--- config.mk ---
export PLATFORM = sky130hd
export DESIGN_NAME = mem_stage
export DESIGN_NICKNAME = d
export VERILOG_FILES = /design/src/rtl/mem_stage.sv
export SDC_FILE = /design/constraint.sdc
export NUM_CORES = 1
export LEC_CHECK = 0
export ABC_AREA = 1
export CORE_MARGIN = 5
export CORE_UTILIZATION = 45
export DETAILED_ROUTE_END_ITERATION = 8
export GPL_TIMING_DRIVEN = 1
export MAX_ROUTING_LAYER = met4
export PLACE_DENSITY = 0.76
export SETUP_SLACK_MARGIN = 0.3
export SLEW_MARGIN = 20
export SYNTH_ARGS = -nofsm -noshare
export SYNTH_HDL_FRONTEND = slang
export SYNTH_SLANG_ARGS = --single-unit
--- constraint.sdc ---
create_clock -name clk -period 2 [get_ports clk]
set_clock_uncertainty 0.1 [all_clocks]
set_input_delay 0.6 -clock clk [delete_from_list [all_inputs] [get_ports clk]]
set_output_delay 0.6 -clock clk [all_outputs]
set_load 0.01 [all_outputs]
--- src/rtl/mem_stage.sv ---
// mem_stage: EX/MEM + MEM/WB registers with req/ack data-memory access, stall, timeout and forwarding.
module mem_stage #(
  parameter int TIMEOUT = 256,
  parameter int RD_W    = 5
) (
  input  logic            clk,
  input  logic            rst,
  input  logic            ex_valid,
  input  logic [31:0]     exeOut,
  input  logic [31:0]     addrOut,
  input  logic [31:0]     RegData1_o,
  input  logic [RD_W-1:0] ex_rd,
  input  logic            ex_regwrite,
  input  logic            ex_memread,
  input  logic            ex_memwrite,
  output logic            mem_req,
  output logic            mem_we,
  output logic [31:0]     mem_addr,
  output logic [31:0]     mem_wdata,
  input  logic            mem_ack,
  input  logic [31:0]     mem_rdata,
  output logic            stall,
  output logic [31:0]     M_exeOut,
  output logic [RD_W-1:0] M_rd,
  output logic            M_regwrite,
  output logic            wb_valid,
  output logic [31:0]     wb_data,
  output logic [RD_W-1:0] wb_rd,
  output logic            wb_regwrite,
  output logic            mem_err
);
  localparam int CW = $clog2(TIMEOUT + 1);
  typedef enum logic [1:0] {IDLE, REQ, DONE} state_t;
  state_t state, state_nx;
  logic m_valid, m_regwrite, m_memread, m_memwrite, squash;
  logic [31:0] m_addr, m_wdata, rdata_q;
  logic [CW-1:0] cnt;
  logic mem_op, misaligned, timeout_hit;
  assign mem_op      = m_valid & (m_memread | m_memwrite);
  assign misaligned  = m_addr[1:0] != 2'b00;
  assign timeout_hit = cnt == CW'(TIMEOUT - 1);
  assign M_regwrite  = m_regwrite & m_valid;
  always_ff @(posedge clk)
    state <= rst ? IDLE : state_nx;
  // misaligned ops skip the request and retire squashed; ack beats a same-cycle timeout
  always_comb begin
    state_nx = state;
    case (state)
      IDLE:    state_nx = mem_op ? (misaligned ? DONE : REQ) : IDLE;
      REQ:     state_nx = (mem_ack || timeout_hit) ? DONE : REQ;
      default: state_nx = IDLE;
    endcase
  end
  always_comb begin
    mem_req   = state == REQ;
    stall     = (state == IDLE && mem_op) || mem_req;
    mem_we    = mem_req & m_memwrite & ~m_memread;
    mem_addr  = mem_req ? m_addr : '0;
    mem_wdata = mem_req ? m_wdata : '0;
  end
  always_ff @(posedge clk) begin
    if (rst) begin
      m_valid    <= 1'b0;
      M_exeOut   <= '0;
      m_addr     <= '0;
      m_wdata    <= '0;
      M_rd       <= '0;
      m_regwrite <= 1'b0;
      m_memread  <= 1'b0;
      m_memwrite <= 1'b0;
    end else if (!stall) begin
      m_valid    <= ex_valid;
      M_exeOut   <= exeOut;
      m_addr     <= addrOut;
      m_wdata    <= RegData1_o;
      M_rd       <= ex_rd;
      m_regwrite <= ex_regwrite;
      m_memread  <= ex_memread;
      m_memwrite <= ex_memwrite;
    end
  end
  always_ff @(posedge clk) begin
    if (rst) begin
      cnt     <= '0;
      squash  <= 1'b0;
      rdata_q <= '0;
      mem_err <= 1'b0;
    end else begin
      cnt <= (state == REQ) ? cnt + CW'(1) : '0;
      if (state == IDLE && mem_op) begin
        squash  <= misaligned;
        mem_err <= mem_err | misaligned;
      end
      if (state == REQ && mem_ack)
        rdata_q <= mem_rdata;
      if (state == REQ && !mem_ack && timeout_hit) begin
        squash  <= 1'b1;
        mem_err <= 1'b1;
      end
    end
  end
  // stalled cycles retire a bubble; DONE retires the memory op, otherwise EX/MEM passes through
  always_ff @(posedge clk) begin
    if (rst) begin
      wb_valid    <= 1'b0;
      wb_data     <= '0;
      wb_rd       <= '0;
      wb_regwrite <= 1'b0;
    end else if (stall) begin
      wb_valid    <= 1'b0;
      wb_regwrite <= 1'b0;
    end else begin
      wb_valid    <= m_valid;
      wb_data     <= (state == DONE && m_memread) ? rdata_q : M_exeOut;
      wb_rd       <= M_rd;
      wb_regwrite <= m_regwrite & m_valid & ~(state == DONE && squash);
    end
  end
endmodule

==> results.sh, run 1 <==
export IMPL_yosysTopAreaCellShare_pct=43.5
export IMPL_worstSetupStartpointType="flop"
export IMPL_avgSynthCellArea_um2=6.79
export IMPL_coreArea_um2=18900
export IMPL_power_leakage_nw=6.73
export IMPL_ys_types=25
export IMPL_end_kind="output port"
export IMPL_most_common_layout_cells="249 x nand2_1, 170 x nor2_1, 139 x dfxtp_1, 139 x clkdlybuf4s50_1, 124 x nor2_4"
export IMPL_hold_viol=0
export IMPL_p_per_area_nw_per_um2=750
export IMPL_hpwl_mm=19.0
export IMPL_die_y_um=149
export IMPL_maxCapViolCount=0
export IMPL_first_iter_violations=765
export IMPL_stdcell_count=1912
export IMPL_die_area_um2=22200
export IMPL_grt_pass1_vias=8924
export IMPL_antenna_found_initial=1
export IMPL_rows=50
export IMPL_finalWorstSetupSlack_ns=-0.230
export IMPL_worstMarginPinSlew_ns=0.442
export IMPL_fin_crit_sh_pct=111
export IMPL_tritoncts="done"
export IMPL_post_route_drc_count=0
export IMPL_drive_above_1_share_pct=38.0
export IMPL_setup_worst_path_class="reg2out"
export IMPL_cts_root_buf="clkbuf_16"
export IMPL_slew_limit_headroom_pct=70.5
export IMPL_grt_pass1_wl_mm=47.0
export IMPL_grt_max_degree=113
export IMPL_status="finished with violations"
export IMPL_cts_hold_buf=0
export IMPL_vdd_drop_max_uv=542
export IMPL_cp_arrival_ns=1.53
export IMPL_num_vias=10200
export IMPL_numCtsBuffers=17
export IMPL_grt_setup_unrepaired="true"
export IMPL_routedWlPerCell_um=19.6
export IMPL_r2r_cells=14
export IMPL_worstSkewPairLatency_ns=0.43
export IMPL_htreeDepth=4
export IMPL_yosysSeqAreaShare_pct=43.5
export IMPL_cts_sinks=189
export IMPL_preCtsSetupSlack_ns=-0.126
export IMPL_violations="setup timing"
export IMPL_place_inst=1783
export IMPL_holdPathStages=2
export IMPL_overflow=0
export IMPL_port_buffers=284
export IMPL_synth_area_um2=8690
export IMPL_fin_crit_ns=2.23
export IMPL_die_x_um=149
export IMPL_design_area_um2=15200
export IMPL_clkTransAtPathRegs_ns=0.07
export IMPL_netlist_top_cell_by_area="dfxtp_1"
export IMPL_grt_usage_pct=27.2
export IMPL_antenna_left=0
export IMPL_postLayoutCoreUtil_pct=80.3
export IMPL_timing_fmax_mhz=448
export IMPL_final_nets=1780
export IMPL_maxSlewViolCount=0
export IMPL_syn_inst=1281
export IMPL_syn2layout_area_growth_pct=74.6
export IMPL_required_ns=1.30
export IMPL_start_util_pct=46.0
export IMPL_dpl_instance_area_um2=12000
export IMPL_drt_total_wl_mm=37.5
export IMPL_pin_count=285
export IMPL_hold_ws_ns=0.364
export IMPL_synth_area_top_cells="dfxtp_1 44%, nor2_1 16%, nand2_1 12%"
export IMPL_yosys_warnings=0
export IMPL_syn_nets=1423
export IMPL_worst_hold_path_type="reg2reg"
export IMPL_critical_path_peak_fanout=8
export IMPL_cts_buffer_depth=2
export IMPL_drt_pass1_iterations=6
export IMPL_final_common_cell="nand2_1"
export IMPL_setup_viol=201
export IMPL_viasPerCell=5.34
export IMPL_ys_seq_elements=189
export IMPL_gp_congestion=0.836
registers in the layout, summed over array words and instances (netlist names), 2 cells and up:
| name | flops |
|---|---|
| cnt | 9 |
| state | 2 |
| rdata_q | 32 |
| M_exeOut | 32 |
| wb_data | 32 |
| M_rd | 5 |
| m_wdata | 32 |
| wb_rd | 5 |
| m_addr | 32 |
cells by family (layout without fill, tap and decap cells):
| group | count (synthesis) | after routing | share of synthesized area [%] |
|---|---|---|---|
| other | 0 | 1 | 0 |
| flip-flops | 189 | 189 | 43.5 |
| buffers and inverters | 209 | 579 | 10.8 |
| AND/OR/NAND/NOR | 835 | 835 | 42.7 |
| XOR/XNOR | 1 | 1 | 0.101 |
| adder cells (fa/ha/maj) | 2 | 2 | 0.288 |
| AO/OA/AOI/OAI | 45 | 45 | 2.62 |
Yosys cell counts:
cell      instances
nand2_1         283
buf_2            39
nand3_1          40
nand2_2           1
xnor2_1           1
nor2_4            1
o21ai_0           5
buf_4             3
nand3_4           1
o21bai_1          1
nor2_2            1
nor3_1            4
buf_1             9
clkbuf_1         29
inv_4             1
nor2_1          362
nand4_1          32
inv_2             5
nand2_4           1
buf_6            12
ha_1              2
inv_1           111
nand3b_1        109
a21oi_1          39
dfxtp_1         189
timing repair:
item / CTS / global route
gates cloned: 16 / 21
hold endpoints to repair: 0 / 0
endpoints found under the setup margin: 277 / 274
resized for setup: 753 / 375
buffers inserted: 48 / 11
pin swaps: 31 / 22
power by group:
part,leakage [nW],internal [mW],switching (mW)
registers,1.58,4.13,0.301
logic,4.85,1.60,1.76
clock network,0.297,2.05,1.54
layer usage:
metal | part of all wire, % | wire, µm | up-vias | GRT usage [%]
met5 | 0 | 0 | - | -
met4 | 4.9 | 1850 | 0 | 9.20
met3 | 7.8 | 2940 | 137 | 5.10
met2 | 50 | 18600 | 537 | 44.9
met1 | 38 | 14100 | 4857 | 33.6
li1 | - | - | 4681 | -
layout make-up:
cell class                 count  area (µm²)
inverter                     117         473
timing repair buffer         428        4570
fill                        1180        3720
tap                          260         325
sequential                   189        3850
timing repair inverter         2        36.3
clock buffer                  20         457
clock inverter                12         159
antenna                        1        2.50
multi-input combinational    883        5300
through the flow:
step / TNS (ns) / power (mW)
floorplan: 0 / 5.55
global placement: -4.88 / 6.53
detailed placement: -5.99 / 6.57
CTS: -7.88 / 10.5
global route: -30.27 / 11.8
finish: -20.39 / 11.4
worst max-delay path, cell delays in order (launching register included):
cell and delay [ns]:
dfxtp_2 0.33, inv_2 0.09, nand2_8 0.08, buf_12 0.16, buf_12 0.15, nor2_1 0.12, buf_2 0.16
path summary, 6_finish.rpt:
kind,start,endpoint,slack [ns]
worst max-delay path,state[1]$_SDFF_PP0_,mem_wdata[19],-0.23
worst min-delay path,rdata_q[19]$_SDFFE_PP0P_,rdata_q[19]$_SDFFE_PP0P_,0.36
worst max register to register,state[1]$_SDFF_PP0_,m_wdata[15]$_SDFFE_PP0N_,-0.19
worst min register to register,rdata_q[19]$_SDFFE_PP0P_,rdata_q[19]$_SDFFE_PP0P_,0.36
No activity file was read; power rests on OpenSTA's default activity.
==> inputs of run 2 (changes only) <==
- ABC_AREA: 1 -> unset
- RECOVER_POWER: unset -> 50
==> run 2 against run 1 <==
Against the previous run:
- the run still ends with setup timing left
- first-iteration DRC count shrank 32%
- via count shrank 14%
- flip-flop and latch count unchanged
- fmax shrank 6.0%
- non-clock buffer count is 58 lower
- synthesized area shrank 4.2%
- register-to-register slack gained 0.31 ns
- critical path depth unchanged
- largest cell class unchanged
- highest routed layer unchanged
==> results.sh, run 2 <==
export IMPL_numCtsBuffers=17
export IMPL_ys_seq_elements=189
export IMPL_drt_total_wl_mm=32.0
export IMPL_routedWlPerCell_um=21.7
export IMPL_grt_max_degree=112
export IMPL_setup_viol=67
export IMPL_slowest_delay_ns=0.32
export IMPL_viasPerCell=5.94
export IMPL_antenna_found_initial=2
export IMPL_cp_startpoint="state[1]$_SDFF_PP0_"
export IMPL_antenna_left=0
export IMPL_power_leakage_nw=4.93
export IMPL_r2r_cells=8
export IMPL_ys_flop_type="dfxtp_1"
export IMPL_most_common_layout_cells="160 x a21oi_1, 139 x dfxtp_1, 138 x clkdlybuf4s50_1"
export IMPL_status="finished with violations"
export IMPL_synth_area_um2=8330
export IMPL_pin_count=285
export IMPL_nFillCells=1335
export IMPL_synth_most_common_cell="dfxtp_1"
export IMPL_post_route_drc_count=0
export IMPL_timing_fmax_mhz=421
export IMPL_die_x_um=146
export IMPL_htreeDepth=4
export IMPL_internal_power_mw=7.04
export IMPL_cp_arrival_ns=1.67
export IMPL_grt_usage_pct=26.4
export IMPL_yosysTopAreaCellShare_pct=45.4
export IMPL_synth_async_reset_ratio_pct=0
export IMPL_grt_setup_unrepaired="true"
export IMPL_hold_viol=0
export IMPL_finalWorstSetupSlack_ns=-0.373
export IMPL_cts_root_buf="clkbuf_16"
export IMPL_p_per_area_nw_per_um2=759
export IMPL_violations="setup timing"
export IMPL_syn_inst=947
export IMPL_die_area_um2=21300
export IMPL_reg2reg_setup_slack_ns=0.12
export IMPL_final_nets=1370
export IMPL_hp_start="rdata_q[26]$_SDFFE_PP0P_"
export IMPL_synth_edf_count=0
export IMPL_worstSetupStartpointType="flop"
export IMPL_end_kind="output port"
export IMPL_pwr_share_seq_pct=42.2
export IMPL_ys_types=41
export IMPL_drive_above_1_share_pct=38.1
export IMPL_yosys_warnings=0
export IMPL_power_frac_clock_pct=34.6
export IMPL_overflow=0
export IMPL_start_util_pct=46.0
export IMPL_synth_area_top_cells="dfxtp_1 45%, a21oi_1 11%, o211ai_1 9.6%"
export IMPL_worstMarginPinSlew_ns=0.589
export IMPL_fin_crit_ns=2.37
export IMPL_final_common_cell="a21oi_1"
export IMPL_setup_worst_path_class="reg2out"
export IMPL_port_buffers=284
export IMPL_coreArea_um2=18100
export IMPL_reg2reg_to="wb_data[19]$_SDFFE_PP0N_"
export IMPL_maxSlewViolCount=0
export IMPL_grt_pass1_wl_mm=45.1
export IMPL_drt_pass1_iterations=5
export IMPL_num_vias=8738
export IMPL_tritoncts="done"
export IMPL_p_switching_mw=3.00
export IMPL_cpMaxStageDelayCell="dfxtp_2"
export IMPL_rows=49
export IMPL_yosysSeqAreaShare_pct=45.4
export IMPL_worstSkewPairLatency_ns=0.43
export IMPL_preCtsSetupSlack_ns=-0.210
export IMPL_avgSynthCellArea_um2=8.79
export IMPL_slew_limit_headroom_pct=60.7
export IMPL_required_ns=1.30
export IMPL_syn_nets=1089
export IMPL_cts_buffer_depth=2
export IMPL_syn2layout_area_growth_pct=58.9
export IMPL_vdd_drop_max_uv=635
export IMPL_fin_crit_sh_pct=119
export IMPL_crit_chain="and2b_4, buf_12, buf_8, clkbuf_16, and2_4, buf_6"
export IMPL_netlist_top_cell_by_area="dfxtp_1"
export IMPL_ys_top_cells_by_count="189 x dfxtp_1, 178 x a21oi_1, 112 x o21ai_0"
export IMPL_clkTransAtPathRegs_ns=0.07
export IMPL_crit_end="mem_addr[24]"
export IMPL_worst_hold_path_type="reg2reg"
export IMPL_total_power_mw=10.0
export IMPL_maxCapViolCount=0
export IMPL_hpwl_mm=17.2
export IMPL_swShare_pct=29.9
export IMPL_pwr_share_comb_pct=23.3
export IMPL_critical_path_peak_fanout=6
export IMPL_die_y_um=146
export IMPL_gp_congestion=0.820
export IMPL_grt_pass1_vias=8211
export IMPL_r2r_start="m_memwrite$_SDFFE_PP0N_"
export IMPL_first_iter_violations=523
export IMPL_cts_sinks=189
==> run 2: cell count changes after synthesis, sizes merged, moves of 33 or more <==
cell | previous run | this run
nor2 | 364 | 9
and2 | 0 | 67
nand3 | 41 | 4
nand3b | 109 | 3
inv | 117 | 4
o31ai | 0 | 33
nand2 | 285 | 72
o211ai | 0 | 107
o21ai | 5 | 113
a21oi | 39 | 178
==> run 2: layer usage <==
metal | routed length [µm] | GRT usage (%) | part of all wire (%) | vias to the layer above
met2 | 15500 | 41.8 | 49 | 415
met5 | 0 | - | 0 | -
met4 | 998 | 8.00 | 3.1 | 0
met1 | 12700 | 33.0 | 40 | 4232
li1 | - | - | - | 4025
met3 | 2780 | 7.41 | 8.7 | 66
==> run 2: cells by family (layout without fill, tap and decap cells) <==
group           count (synthesis)  in the layout  synth area share, %
other cells                     0              2                    0
flops                         189            189                 45.4
xor+xnor                        3              3                0.316
simple gates                  170            170                 10.6
fa+ha+maj                       2              2                0.300
compound gates                438            438                 31.1
buf+inv                       113            407                 8.32
mux                            32             32                 3.85
==> run 2: layout make-up <==
class | instances | area (µm²) | share of cell area, %
well taps | 229 | 287 | 2.17
inverters | 5 | 21.3 | 0.161
clock inverters | 15 | 176 | 1.33
clock buffers | 17 | 425 | 3.21
repair buffers | 370 | 3850 | 29.1
flip-flops and latches | 189 | 3860 | 29.2
diodes | 2 | 5.00 | 0.0378
multi-input cells | 645 | 4610 | 34.8
==> run 2: timing repair <==
action                                  4_1_cts  5_1_grt
pin swaps                                     6      159
endpoints found under the setup margin      180      169
gates resized for setup                     654      316
gates cloned                                  5       17
setup buffers                                22       12
hold buffers                                  0        0
==> run 2: critical path, delay by kind of cell, from the launching register on <==
family                 cells  cell delay [ns]
buffers and inverters      4             0.49
flip-flops                 1             0.32
AND/OR/NAND/NOR            2             0.42
==> run 2: power groups by stage <==
stage,Sequential (mW),Clock [mW],Combinational [mW]
final,4.23,3.47,2.34
after global routing,4.26,3.70,2.47
after CTS,4.19,3.53,1.67
after detailed placement,4.27,0,1.67
after global placement,4.27,0,1.65
after floorplan,4.30,0,0.803
==> run 2: metrics by stage <==
| stage | hold slack, ns | setup TNS (ns) | utilization, % | instances | cell area, µm² |
|---|---|---|---|---|---|
| 2_1_floorplan | 0.324 | 0 | - | 947 | 8360 |
| 3_3_place_gp | 0.341 | -8.69 | 62.1 | 1382 | 11200 |
| 3_5_place_dp | 0.348 | -10.71 | 62.1 | 1382 | 11200 |
| 4_1_cts | 0.358 | -16.64 | 65.2 | 1441 | 11800 |
| 5_1_grt | 0.376 | -22.94 | 73.2 | 1472 | 13200 |
| 6_report | 0.359 | -19.33 | 73.2 | 1472 | 13200 |
==> run 2: worst min path at each step <==
stage / endpoint / slack [ns] / cells past startpoint
final: rdata_q[26]$_SDFFE_PP0P_ / 0.36 / 2
after CTS: rdata_q[25]$_SDFFE_PP0P_ / 0.36 / 2
after floorplan: wb_regwrite$_SDFF_PP0_ / 0.32 / 2
after global routing: rdata_q[25]$_SDFFE_PP0P_ / 0.38 / 2
after detailed placement: rdata_q[25]$_SDFFE_PP0P_ / 0.35 / 2
after global placement: rdata_q[23]$_SDFFE_PP0P_ / 0.34 / 2
